$ cat config.mk
export PLATFORM = sky130hd
export DESIGN_NAME = prm_edge_query_seq
export DESIGN_NICKNAME = d
export VERILOG_FILES = /design/src/rtl/prm_chk_pkg.sv /design/src/rtl/prm_lat_pipe.sv /design/src/rtl/prm_edge_query_seq.sv
export SDC_FILE = /design/constraint.sdc
export NUM_CORES = 1
export LEC_CHECK = 0
export ABC_AREA = 1
export CORE_UTILIZATION = 53
export DETAILED_ROUTE_END_ITERATION = 10
export PLACE_DENSITY = 0.9
export RECOVER_POWER = 25
export SLEW_MARGIN = 20
export SYNTH_ARGS = -nofsm -noshare
export SYNTH_HDL_FRONTEND = slang
export SYNTH_SLANG_ARGS = --single-unit
$ cat constraint.sdc
create_clock -name clk -period 2.55 [get_ports clk]
set_input_delay 0.255 -clock clk [delete_from_list [all_inputs] [get_ports clk]]
set_output_delay 0.255 -clock clk [all_outputs]
set_load 0.01 [all_outputs]
$ cat src/rtl/prm_chk_pkg.sv
// Shared constants, types and helpers for the edge-query sequencer and its latency pipe.
package prm_chk_pkg;

  localparam int unsigned QW              = 15;
  localparam int unsigned MAX_EDGES       = 32;
  localparam int unsigned CW              = 6;
  localparam int unsigned CHK_LAT_DEFAULT = 1;
  localparam int unsigned IW              = $clog2(MAX_EDGES);

  typedef logic [QW-1:0] query_t;

  typedef enum logic [1:0] {
    StIdle,
    StIssue,
    StDrain,
    StResp
  } state_e;

  function automatic logic [CW-1:0] clamp_count(input logic [CW-1:0] cnt);
    return (cnt > CW'(MAX_EDGES)) ? CW'(MAX_EDGES) : cnt;
  endfunction

endpackage

$ cat src/rtl/prm_lat_pipe.sv
// Delay line carrying {valid, index} alongside the checker latency; flush clears it.
module prm_lat_pipe
  import prm_chk_pkg::*;
#(
  parameter int unsigned Depth = CHK_LAT_DEFAULT,
  parameter int unsigned IdxW  = IW
) (
  input  logic            clk,
  input  logic            rst_n,
  input  logic            flush,
  input  logic            in_valid,
  input  logic [IdxW-1:0] in_idx,
  output logic            out_valid,
  output logic [IdxW-1:0] out_idx
);

  if (Depth == 0) begin : g_bypass
    logic unused_ctrl;
    assign unused_ctrl = ^{clk, rst_n, flush};
    assign out_valid   = in_valid;
    assign out_idx     = in_idx;
  end else begin : g_pipe
    logic [Depth-1:0] valid_q;
    logic [IdxW-1:0]  idx_q [Depth];

    always_ff @(posedge clk or negedge rst_n) begin
      if (!rst_n) begin
        valid_q <= '0;
        for (int i = 0; i < int'(Depth); i++) idx_q[i] <= '0;
      end else if (flush) begin
        valid_q <= '0;
        for (int i = 0; i < int'(Depth); i++) idx_q[i] <= '0;
      end else begin
        valid_q[0] <= in_valid;
        idx_q[0]   <= in_idx;
        for (int i = 1; i < int'(Depth); i++) begin
          valid_q[i] <= valid_q[i-1];
          idx_q[i]   <= idx_q[i-1];
        end
      end
    end

    assign out_valid = valid_q[Depth-1];
    assign out_idx   = idx_q[Depth-1];
  end

endmodule

$ cat src/rtl/prm_edge_query_seq.sv
// Issues one checker query per cycle for a batch and returns the packed edge_mask result.
module prm_edge_query_seq
  import prm_chk_pkg::*;
#(
  parameter int unsigned CHK_LAT = CHK_LAT_DEFAULT
) (
  input  logic                 clk,
  input  logic                 rst_n,
  input  logic                 req_valid,
  output logic                 req_ready,
  input  logic [QW-1:0]        req_base,
  input  logic [CW-1:0]        req_count,
  input  logic                 abort,
  output logic [QW-1:0]        chk_query,
  output logic                 chk_query_valid,
  input  logic                 chk_mask,
  output logic                 rsp_valid,
  input  logic                 rsp_ready,
  output logic [MAX_EDGES-1:0] rsp_mask,
  output logic [CW-1:0]        rsp_count,
  output logic                 rsp_any_blocked,
  output logic                 busy
);

  state_e               state_q, state_d;
  logic [CW-1:0]        n_q, n_d;
  logic [IW-1:0]        idx_q, idx_d;
  query_t               query_q, query_d;
  logic                 qvalid_q, qvalid_d;
  logic [MAX_EDGES-1:0] acc_q, acc_d;

  logic                 pipe_valid;
  logic [IW-1:0]        pipe_idx;
  logic                 accept;
  logic                 last_issue;
  logic                 last_capture;
  logic [CW-1:0]        req_n;

  prm_lat_pipe #(
    .Depth (CHK_LAT),
    .IdxW  (IW)
  ) u_lat_pipe (
    .clk       (clk),
    .rst_n     (rst_n),
    .flush     (abort),
    .in_valid  (qvalid_q),
    .in_idx    (idx_q),
    .out_valid (pipe_valid),
    .out_idx   (pipe_idx)
  );

  assign req_ready    = (state_q == StIdle) && !abort;
  assign accept       = req_valid && req_ready;
  assign req_n        = clamp_count(req_count);
  assign last_issue   = (CW'(idx_q) + CW'(1)) == n_q;
  assign last_capture = pipe_valid && ((CW'(pipe_idx) + CW'(1)) == n_q);

  always_comb begin
    state_d  = state_q;
    n_d      = n_q;
    idx_d    = idx_q;
    query_d  = query_q;
    qvalid_d = 1'b0;
    acc_d    = acc_q;

    if (pipe_valid) acc_d[pipe_idx] = chk_mask;

    unique case (state_q)
      StIdle: begin
        if (accept) begin
          n_d     = req_n;
          idx_d   = '0;
          query_d = req_base;
          acc_d   = '0;
          if (req_n == '0) begin
            state_d = StResp;
          end else begin
            qvalid_d = 1'b1;
            state_d  = StIssue;
          end
        end
      end
      StIssue: begin
        if (last_issue) begin
          // Without checker latency the last sample lands this cycle, so DRAIN is skipped.
          state_d = (CHK_LAT == 0) ? StResp : StDrain;
        end else begin
          idx_d    = idx_q + IW'(1);
          query_d  = query_q + query_t'(1);
          qvalid_d = 1'b1;
        end
      end
      StDrain: begin
        if (last_capture) state_d = StResp;
      end
      StResp: begin
        if (rsp_ready) state_d = StIdle;
      end
      default: state_d = StIdle;
    endcase

    if (abort) begin
      state_d  = StIdle;
      qvalid_d = 1'b0;
      idx_d    = '0;
      acc_d    = '0;
    end
  end

  always_ff @(posedge clk or negedge rst_n) begin
    if (!rst_n) begin
      state_q  <= StIdle;
      n_q      <= '0;
      idx_q    <= '0;
      query_q  <= '0;
      qvalid_q <= 1'b0;
      acc_q    <= '0;
    end else begin
      state_q  <= state_d;
      n_q      <= n_d;
      idx_q    <= idx_d;
      query_q  <= query_d;
      qvalid_q <= qvalid_d;
      acc_q    <= acc_d;
    end
  end

  assign chk_query       = query_q;
  assign chk_query_valid = qvalid_q;
  assign rsp_valid       = (state_q == StResp);
  assign rsp_mask        = rsp_valid ? acc_q : '0;
  assign rsp_count       = rsp_valid ? n_q : '0;
  assign rsp_any_blocked = rsp_valid && (|acc_q);
  assign busy            = (state_q != StIdle);

endmodule
## After elaboration in Yosys (flattened, before gate mapping)

Cells that the tools add are included.

- Div/mod/pow operators: 0
- $lt $le $gt $ge: 3
- Reduce and logical (&&, ||, !) cells: 16
- Add/subtract/negate cells: 4
- $mul: 0
- Shifts and indexed selects: 0
- Bitwise operators: 0
- Muxes and demuxes: 31
- Eq/ne operators: 12

Operators by type and width:

| operator | count |
|---|---|
| $mux W32 | 5 |
| $bwmux W32 | 1 |
| $reduce_or A32 Y1 | 1 |
| $mux W15 | 2 |
| $pmux W15 S2 | 1 |
| $mux W5 | 4 |
| $add A15 B1 Y15 const B | 1 |
| $add A5 B1 Y6 const B | 2 |
| $eq A6 B6 Y1 | 2 |
| $mux W2 | 6 |
| $mux W6 | 2 |
| $ne A3 B3 Y1 const B | 4 |
| $pmux W5 S2 | 1 |
| $pmux W2 S4 | 1 |
| $gt A6 B6 Y1 const B | 1 |
| $logic_not A6 Y1 | 1 |
| $lt A5 B6 Y1 const B | 1 |
| $mux W1 | 6 |
| $reduce_and A3 Y1 | 2 |
| $add A5 B1 Y5 const B | 1 |
| $demux W1 S5 | 1 |
| $ge A5 B1 Y1 const B | 1 |
| $logic_and A1 B1 Y1 | 5 |
| $eq A2 B2 Y1 const B | 2 |
| 10 further kinds | 12 |

- ROM bits: 0
- Latch bits: 0
- Input port bits: 27
- Bits in registers: 67
- Logic and storage cells: 74
- RAM bits: 0
- Output and inout port bits: 58
- Memories: 0

## Logic depth before layout (Yosys ltp)

- Depth in word-level cells: 9
- Depth in mapped cells: 13
- Mapped depth without buffers: 13

## Hierarchy

A second synthesis with hierarchy kept.

- Cell total of the unflattened synthesis: 595
- Area total of the unflattened synthesis: 4,232.8 um2

By module, submodules not included:

| module | area each (um2) | seq. area each (um2) | cells an instance | instances |
|---|---|---|---|---|
| prm_edge_query_seq | 4,037.6 | 1,526.5 | 577 | 1 |
| prm_lat_pipe | 195.2 | 150.1 | 18 | 1 |

## Least setup slack after synthesis

Ideal clock, no wire load.

- Path kind: register -> register
- From: register idx_q[0]
- To: register query_q[0], in the netlist chk_query[0]
- Data required time: 2,426 ps
- Cell stages (with the launch flop): 12
- Path slack: 805 ps
- Data arrival time: 1,622 ps
- Path through: dfrtp_1 > ha_1 > inv_1 > nand2_1 > nand2_1 > nor2_1 > nand3_1 > nor2_1 > nand4_2 > nand3_4 > buf_6 > o21ai_2

- Cells in the longest elaborated chain, start to end: 4

Ends and longest elaborated chain:

| element | line | text |
|---|---|---|
| from (decl) | prm_edge_query_seq.sv:27 | `logic [IW-1:0] idx_q, idx_d;` |
| from (signal assigned) | prm_edge_query_seq.sv:121 | `idx_q <= idx_d;` |
| $add A5 B1 Y6 | prm_edge_query_seq.sv:55 | `assign last_issue = (CW'(idx_q) + CW'(1)) == n_q;` |
| $eq A6 B6 Y1 | prm_edge_query_seq.sv:55 |  |
| $ne A2 B2 Y1 (no source line) | -- |  |
| $reduce_and A3 Y1 (no source line) | -- |  |
| to (signal assigned) | prm_edge_query_seq.sv:122 | `query_q <= query_d;` |
| to (decl) | prm_edge_query_seq.sv:28 | `query_t query_q, query_d;` |

Every way passes these cells.
A chain may end at the register's enable or synchronous reset.

## Final worst setup path

- From: register acc_q[3]
- To: output rsp_any_blocked

- Cells in the longest elaborated chain, start to end: 2

Ends and longest elaborated chain:

| element | line | text |
|---|---|---|
| from (decl) | prm_edge_query_seq.sv:30 | `logic [MAX_EDGES-1:0] acc_q, acc_d;` |
| from (signal assigned) | prm_edge_query_seq.sv:117 | `acc_q <= '0;` |
| from (signal assigned) | prm_edge_query_seq.sv:124 | `acc_q <= acc_d;` |
| $reduce_or A32 Y1 | prm_edge_query_seq.sv:133 | `assign rsp_any_blocked = rsp_valid && (\|acc_q);` |
| $logic_and A1 B1 Y1 | prm_edge_query_seq.sv:133 |  |
| to (decl) | prm_edge_query_seq.sv:21 | `output logic rsp_any_blocked,` |

Every way passes these cells.

==> flow_summary.json <==
{
  "die_w_microns": 92.9,
  "synth_compound_area_share_pct": 10.1,
  "ys_seq_area_share_pct": 38.3,
  "hpwl_microns": 8290,
  "crit_chain": "nor4_1 -> nand4_1 -> o21a_1 -> clkdlybuf4s50_1",
  "finalWirelength_microns": 11400,
  "end_kind": "primary output",
  "cts_tree": "built",
  "core-area_sq_um": 7850,
  "clock_path_buffers": 2,
  "tightest_slew_ns": 1.55,
  "h-tree-depth": 3,
  "dp_cells": 779,
  "min-delay-path-class": "register to register",
  "drt-pass1-iter-count": 5,
  "start_kind": "register",
  "layout_common_cells": "nand2_1 (133), inv_1 (89), clkdlybuf4s50_1 (82)",
  "die_h_microns": 92.9,
  "synth_simple_gate_area_share_pct": 34.2,
  "clk_latency_ns": 0.35,
  "irDropWorstVdd_v": 0.000750,
  "post_cts_resized": 0,
  "final.setup_skew_ns": 0.00673,
  "syn2layout_area_growth_pct": 25.5,
  "multi_input_area_sq_um": 2230,
  "grt_pass1_wl_microns": 18900,
  "synth.area.mux_share_pct": 1.83,
  "dpl-instance-area_sq_um": 5300,
  "synthesis.nets": 644,
  "tns_ns": 0,
  "ys_warn_count": 0,
  "place.gp.congestion": 0.965,
  "io_pins": 85,
  "viasPerCell": 5.59,
  "cts_buffers": 9,
  "rows": 32,
  "fin_util_pct": 70.0,
  "synth_top_family_by_area": "simple AND/OR/NAND/NOR gates",
  "dr.first_iter.drc_count": 278,
  "slowest_delay_ns": 0.48,
  "timing.fmax_mhz": 436,
  "clkTransAtPathRegs_ns": 0.07,
  "synth_ff_type": "dfrtp_1",
  "ctsRootBufferMaster": "clkbuf_8",
  "hold_viol": 0,
  "fin_cells": 796,
  "maxSlewViolCount": 27,
  "violations": "max-capacitance violations, max-slew violations",
  "ant_nets": 0,
  "register_area_sq_um": 1680,
  "synth_edf_count": 0,
  "grt_usage_pct": 27.8,
  "slew_headroom_pct": -3.06,
  "wl_per_cell_microns": 14.3,
  "cts_sinks": 67,
  "layout.cells.most_common": "nand2_1",
  "leakagePower_nw": 2.73,
  "cap_violations": 1,
  "yosys.area_share.xor_xnor_pct": 2.00,
  "path_class": "register to primary output",
  "synthesis.area_sq_um": 4380,
  "synth_fa_ha_area_share_pct": 2.86,
  "slowest_stage": "clkdlybuf4s50_1",
  "syn_area_per_cell_sq_um": 7.21,
  "dr_total_vias": 4446,
  "fin_nets": 726,
  "period_minus_slack_ns": 2.30,
  "grt-ovfl-total": 0,
  "grt_max_degree": 42,
  "worst-path-max-fanout": 3,
  "fill_cells": 615,
  "synthCells": 607,
  "design_area_sq_um": 5500,
  "die-area_sq_um": 8630,
  "antenna_found_initial": 0,
  "start_util_pct": 55.8,
  "rsz0062_at_grt": "no",
  "fin_crit_sh_pct": 90.0,
  "cp.required_ns": 2.30,
  "async_flop_share_pct": 100,
  "ys_types": 38,
  "critical_path_arrival_ns": 2.04,
  "outcome": "finished, violations left",
  "numPortBuffers": 84,
  "grt_pass1_vias": 4186,
  "diodes": 0,
  "drcViolationCount": 0,
  "ys_ff_latch": 67,
  "post-cts-setup-buffer-count": 0,
  "power_density_nw_per_um2": 806,
  "finalSetupViolCount": 0,
  "layout-drive-gt1-share_pct": 9.22
}
==> worst max-delay path: cells and delay by family, from the launching register on <==
kind	cells	cell delay (ns)
and+or+nand+nor	2	0.59
DFF	1	0.40
AOI/OAI and AO/OA	1	0.22
buffers and inverters	1	0.48
==> per-stage QoR <==
stage                     setup slack, ns  power, mW  hold WS [ns]
after detailed placement            0.427       3.51         0.310
after floorplan                     0.805       2.95       -0.0406
after global routing                0.206       4.69         0.522
after global placement              0.481       3.43         0.302
after CTS                           0.256       4.41         0.479
final                               0.255       4.43         0.492
==> kinds of logic (layout without fill, tap and decap cells) <==
logic type / Yosys count / in the layout
AND/OR/NAND/NOR: 328 / 328
buffers and inverters: 113 / 200
AO/OA/AOI/OAI: 71 / 71
flip-flops: 67 / 67
adder cells (fa/ha/maj): 10 / 10
XOR/XNOR: 10 / 10
multiplexers: 8 / 8
==> synthesized netlist by cell type (2+ instances only) <==
cell type  instances  area, sq um
a21oi_1           18         90.1
a31oi_1            2         12.5
buf_1              2         7.51
buf_2              2         10.0
clkbuf_1          12         45.0
dfrtp_1           67         1680
ha_1              10          125
inv_1             89          334
inv_2              2         7.51
mux2i_1            8         80.1
nand2_1          133          499
nand2_2           16          100
nand3_1           35          175
nand3_4            2         35.0
nand4_1            7         43.8
nor2_1            64          240
nor2_4             3         33.8
nor3_1            52          260
nor4_1            12         75.1
o21a_1             3         22.5
o21ai_0           28          140
o21ai_2           15          131
o311a_1            2         20.0
xor2_1             9         78.8
==> sequential cells by signal, indices dropped and copies added, names as in the netlist <==
| signal | cells |
|---|---|
| n_q | 6 |
| acc_q | 32 |
| u_lat_pipe.out_idx | 5 |
| chk_query_valid | 1 |
| u_lat_pipe.out_valid | 1 |
| state_q | 2 |
| idx_q | 5 |
| chk_query | 15 |
==> metal layers <==
metal	track usage [%]	part of all wire (%)
met5	0	0
met3	5.01	7.5
met2	48.7	51
met4	12.2	2.5
met1	33.3	39
==> timing repair <==
action / 4_1_cts / 5_1_grt
endpoints found under the setup margin: 0 / 0
endpoints found under the hold margin: 26 / 0
hold buffers: 1 / 0
==> final timing paths <==
check / from / end / slack, ns / depth (start not counted)
worst max-delay path: acc_q[3] / rsp_any_blocked / 0.25 / 4
worst min-delay path: chk_query_valid / u_lat_pipe.out_valid / 0.49 / 2
worst max register to register: idx_q[0] / chk_query[4] / 0.38 / 11
worst min register to register: chk_query_valid / u_lat_pipe.out_valid / 0.49 / 2
max in group asynchronous: rst_n / chk_query[1] / 0.82 / 3
min in group asynchronous: rst_n / acc_q[3] / 0.82 / 2
==> layout make-up <==
| type | count | area share, % |
|---|---|---|
| Multi-Input combinational cell | 427 | 40.7 |
| Sequential cell | 67 | 30.5 |
| Timing Repair Buffer | 91 | 16.6 |
| Inverter | 93 | 6.40 |
| Clock buffer | 11 | 2.57 |
| Tap cell | 102 | 2.32 |
| Clock inverter | 5 | 0.956 |
==> power by group <==
group / total (mW) / leakage [nW] / internal (mW) / switching [mW]
combinational: 1.99 / 1.73 / 0.813 / 1.18
clock: 0.890 / 0.0991 / 0.473 / 0.417
sequential: 1.55 / 0.901 / 1.26 / 0.286
total: 4.43 / 2.73 / 2.55 / 1.88
Note: power is estimated with default switching activity, not from simulation.
==> variant, RTL diff (same flow settings) <==
Make the reset (`rst_n`) synchronous in 2 clocked blocks.
--- a/src/rtl/prm_lat_pipe.sv
+++ b/src/rtl/prm_lat_pipe.sv
@@ -23,7 +23,7 @@
     logic [Depth-1:0] valid_q;
     logic [IdxW-1:0]  idx_q [Depth];
 
-    always_ff @(posedge clk or negedge rst_n) begin
+    always_ff @(posedge clk) begin
       if (!rst_n) begin
         valid_q <= '0;
         for (int i = 0; i < int'(Depth); i++) idx_q[i] <= '0;
--- a/src/rtl/prm_edge_query_seq.sv
+++ b/src/rtl/prm_edge_query_seq.sv
@@ -107,7 +107,7 @@
     end
   end
 
-  always_ff @(posedge clk or negedge rst_n) begin
+  always_ff @(posedge clk) begin
     if (!rst_n) begin
       state_q  <= StIdle;
       n_q      <= '0;
Function: differs if rst_n is asserted again (counterexample within 4 cycles, from zero or initial values and one cycle with rst_n low); with rst_n held inactive, the same outputs for 10 cycles.
==> variant against the unedited design <==
Register-to-register slack got worse by 0.05 ns. Worst hold slack got worse by 0.064 ns. Setup slack worse by 0.0016 ns. Synthesized cell count grew 7.4%. Highest routed layer unchanged. Area after synthesis fell by 6.6%. Via count up 1.3%. Global-route usage is 0.18 points higher. Routed wire length fell by 3.6%. Final area down 4.9%. Sequential cell count unchanged. Non-clock buffer count down 1.
Power is not compared: it rests on default switching activity, and its combinational part moved more than twofold at a synthesized area within 25%.
==> variant: results (changes against the unedited design) <==
- Run status: finished, final reports clean (was finished with violations)
- Via count: 4505 (was 4446)
- # fillers: 593 (was 615)
- Share of cells above drive strength 1: 4.21% (was 9.22%)
- Number of synthesized flops with an enable pin: 5 (was 0)
- PostCTS Resize Cnt: 0 (unchanged)
- Biggest register: acc_q (unchanged)
- Register area share after synthesis: 34.0% (was 38.3%)
- LEAKAGE: 0.00249 uW
- Share of flip-flops with an asynchronous set or reset: 0% (was 100%)
- Worst slew margin: 53.5% (was -3.06%)
- First-pass GRT wire length: 18.6 mm (was 18.9 mm)
- # Taps: 99 (was 102)
- Clk tree area frac: 4.38% (was 3.53%)
- DRT iter0 DRCs: 316 (was 278)
- Adder-Cell Fraction of Synth Area: 3.37% (was 2.86%)
- Clk_skew: 0.00789 ns (was 0.00673 ns)
- Yosys cell types: 33 (was 38)
- Seq/total area: 26.6% (was 30.5%)
- Detail Placement HPWL: 7.89 mm (was 8.29 mm)
- Count of non-CTS inverters in the layout: 102 (was 93)
- Data arrival, critical path: 2.04 ns (about the same)
- Multi-input gate count: 462 (was 427)
- Peak VDD IR: 287 uV
- Synth warn: 0 (unchanged)
- Initial DRT Pass Iterations: 7 (was 5)
- Xor and xnor area share after synthesis: 1.29% (was 2.00%)
- Ant. Diodes: 0 (unchanged)
- Largest net degree at the start of global routing: 33 (was 42)
- # clk buffers: 12 (was 11)
- Post-CTS Setup Bufs: 0 (unchanged)
- Non-clock buffer share: 17.1% (was 16.6%)
- Nets: 770 (was 726)
- Largest cells by area after synthesis: dfxtp_1, nand2_1, inv_1 (was dfrtp_1, nand2_1, inv_1)
- Vias in the first global route: 4140 (was 4186)
- Signal buffers: 90 (was 91)
- Gr usage total: 28.0% (was 27.8%)
- Max FFs per register: 32 (unchanged)
- Post-synthesis mux area share: 0.734% (was 1.83%)
- Compound-Gate Fraction of Synth Area: 7.16% (was 10.1%)
- H-tree Lvls: 3 (unchanged)
- DRT Wirelength: 11.0 mm (was 11.4 mm)
- Maximum clock path buffer count: 2 (unchanged)
- GPL Wtd Cong: 0.868 (was 0.965)
- Worst R2R Path Depth: 14 (was 11)
- Clock transition at path regs: 0.08 ns
- CP max FO: 3 (unchanged)
- Post-synth top cells: nand2_1, inv_1, nor2_1 (was nand2_1, inv_1, dfrtp_1)
- Root Driver: clkbuf_8 (unchanged)
- Area occupied by multi-input gates: 2200 um^2 (was 2230 um^2)
==> variant: cell count changes in the layout (fill, tap and decap cells not counted), sizes merged, moves of 21 or more <==
cell | before | now
o21ai | 43 | 9
nor2 | 68 | 101
nand2 | 150 | 171
dfrtp | 67 | 0
dfxtp | 0 | 62
==> variant: per-layer routing <==
layer | up-vias | track usage (%) | part of all wire [%]
li1 | 2224 | - | -
met1 | 2029 | 33.3 | 40
met2 | 223 | 49.2 | 49
met3 | 29 | 3.89 | 7.2
met4 | 0 | 14.2 | 3.2
met5 | - | 0 | 0
==> variant: worst max-delay path, delay by kind of cell, from the launching register on <==
kind                   cells  cell delay (ns)
DFF                        1             0.33
buffers and inverters      1             0.48
and+or+nand+nor            4             0.88
==> variant: path summary, 6_finish.rpt <==
path	start	endpoint	slack [ns]
setup / recovery	acc_q[3]	rsp_any_blocked	0.25
setup reg to reg	idx_q[0]	chk_query[14]	0.33
hold reg to reg	chk_query_valid	u_lat_pipe.out_valid	0.43
hold / removal	chk_query_valid	u_lat_pipe.out_valid	0.43
==> variant: stage by stage <==
stage | instances | worst slack [ns] | cell area (um^2) | total power [uW]
2_1_floorplan | 656 | 0.723 | 4100 | 1620
3_3_place_gp | 820 | 0.460 | 5000 | 1810
3_5_place_dp | 820 | 0.352 | 5000 | 1840
4_1_cts | 836 | 0.251 | 5230 | 2830
5_1_grt | 836 | 0.0685 | 5230 | 2940
6_report | 836 | 0.253 | 5230 | 2820
==> variant: power breakdown <==
part           leakage [uW]  total (uW)  internal [uW]  switching, uW
clock              0.000118        1010            574            432
combinational       0.00181         611            245            366
sequential         0.000555        1200           1120           80.7
total               0.00249        2820           1940            879
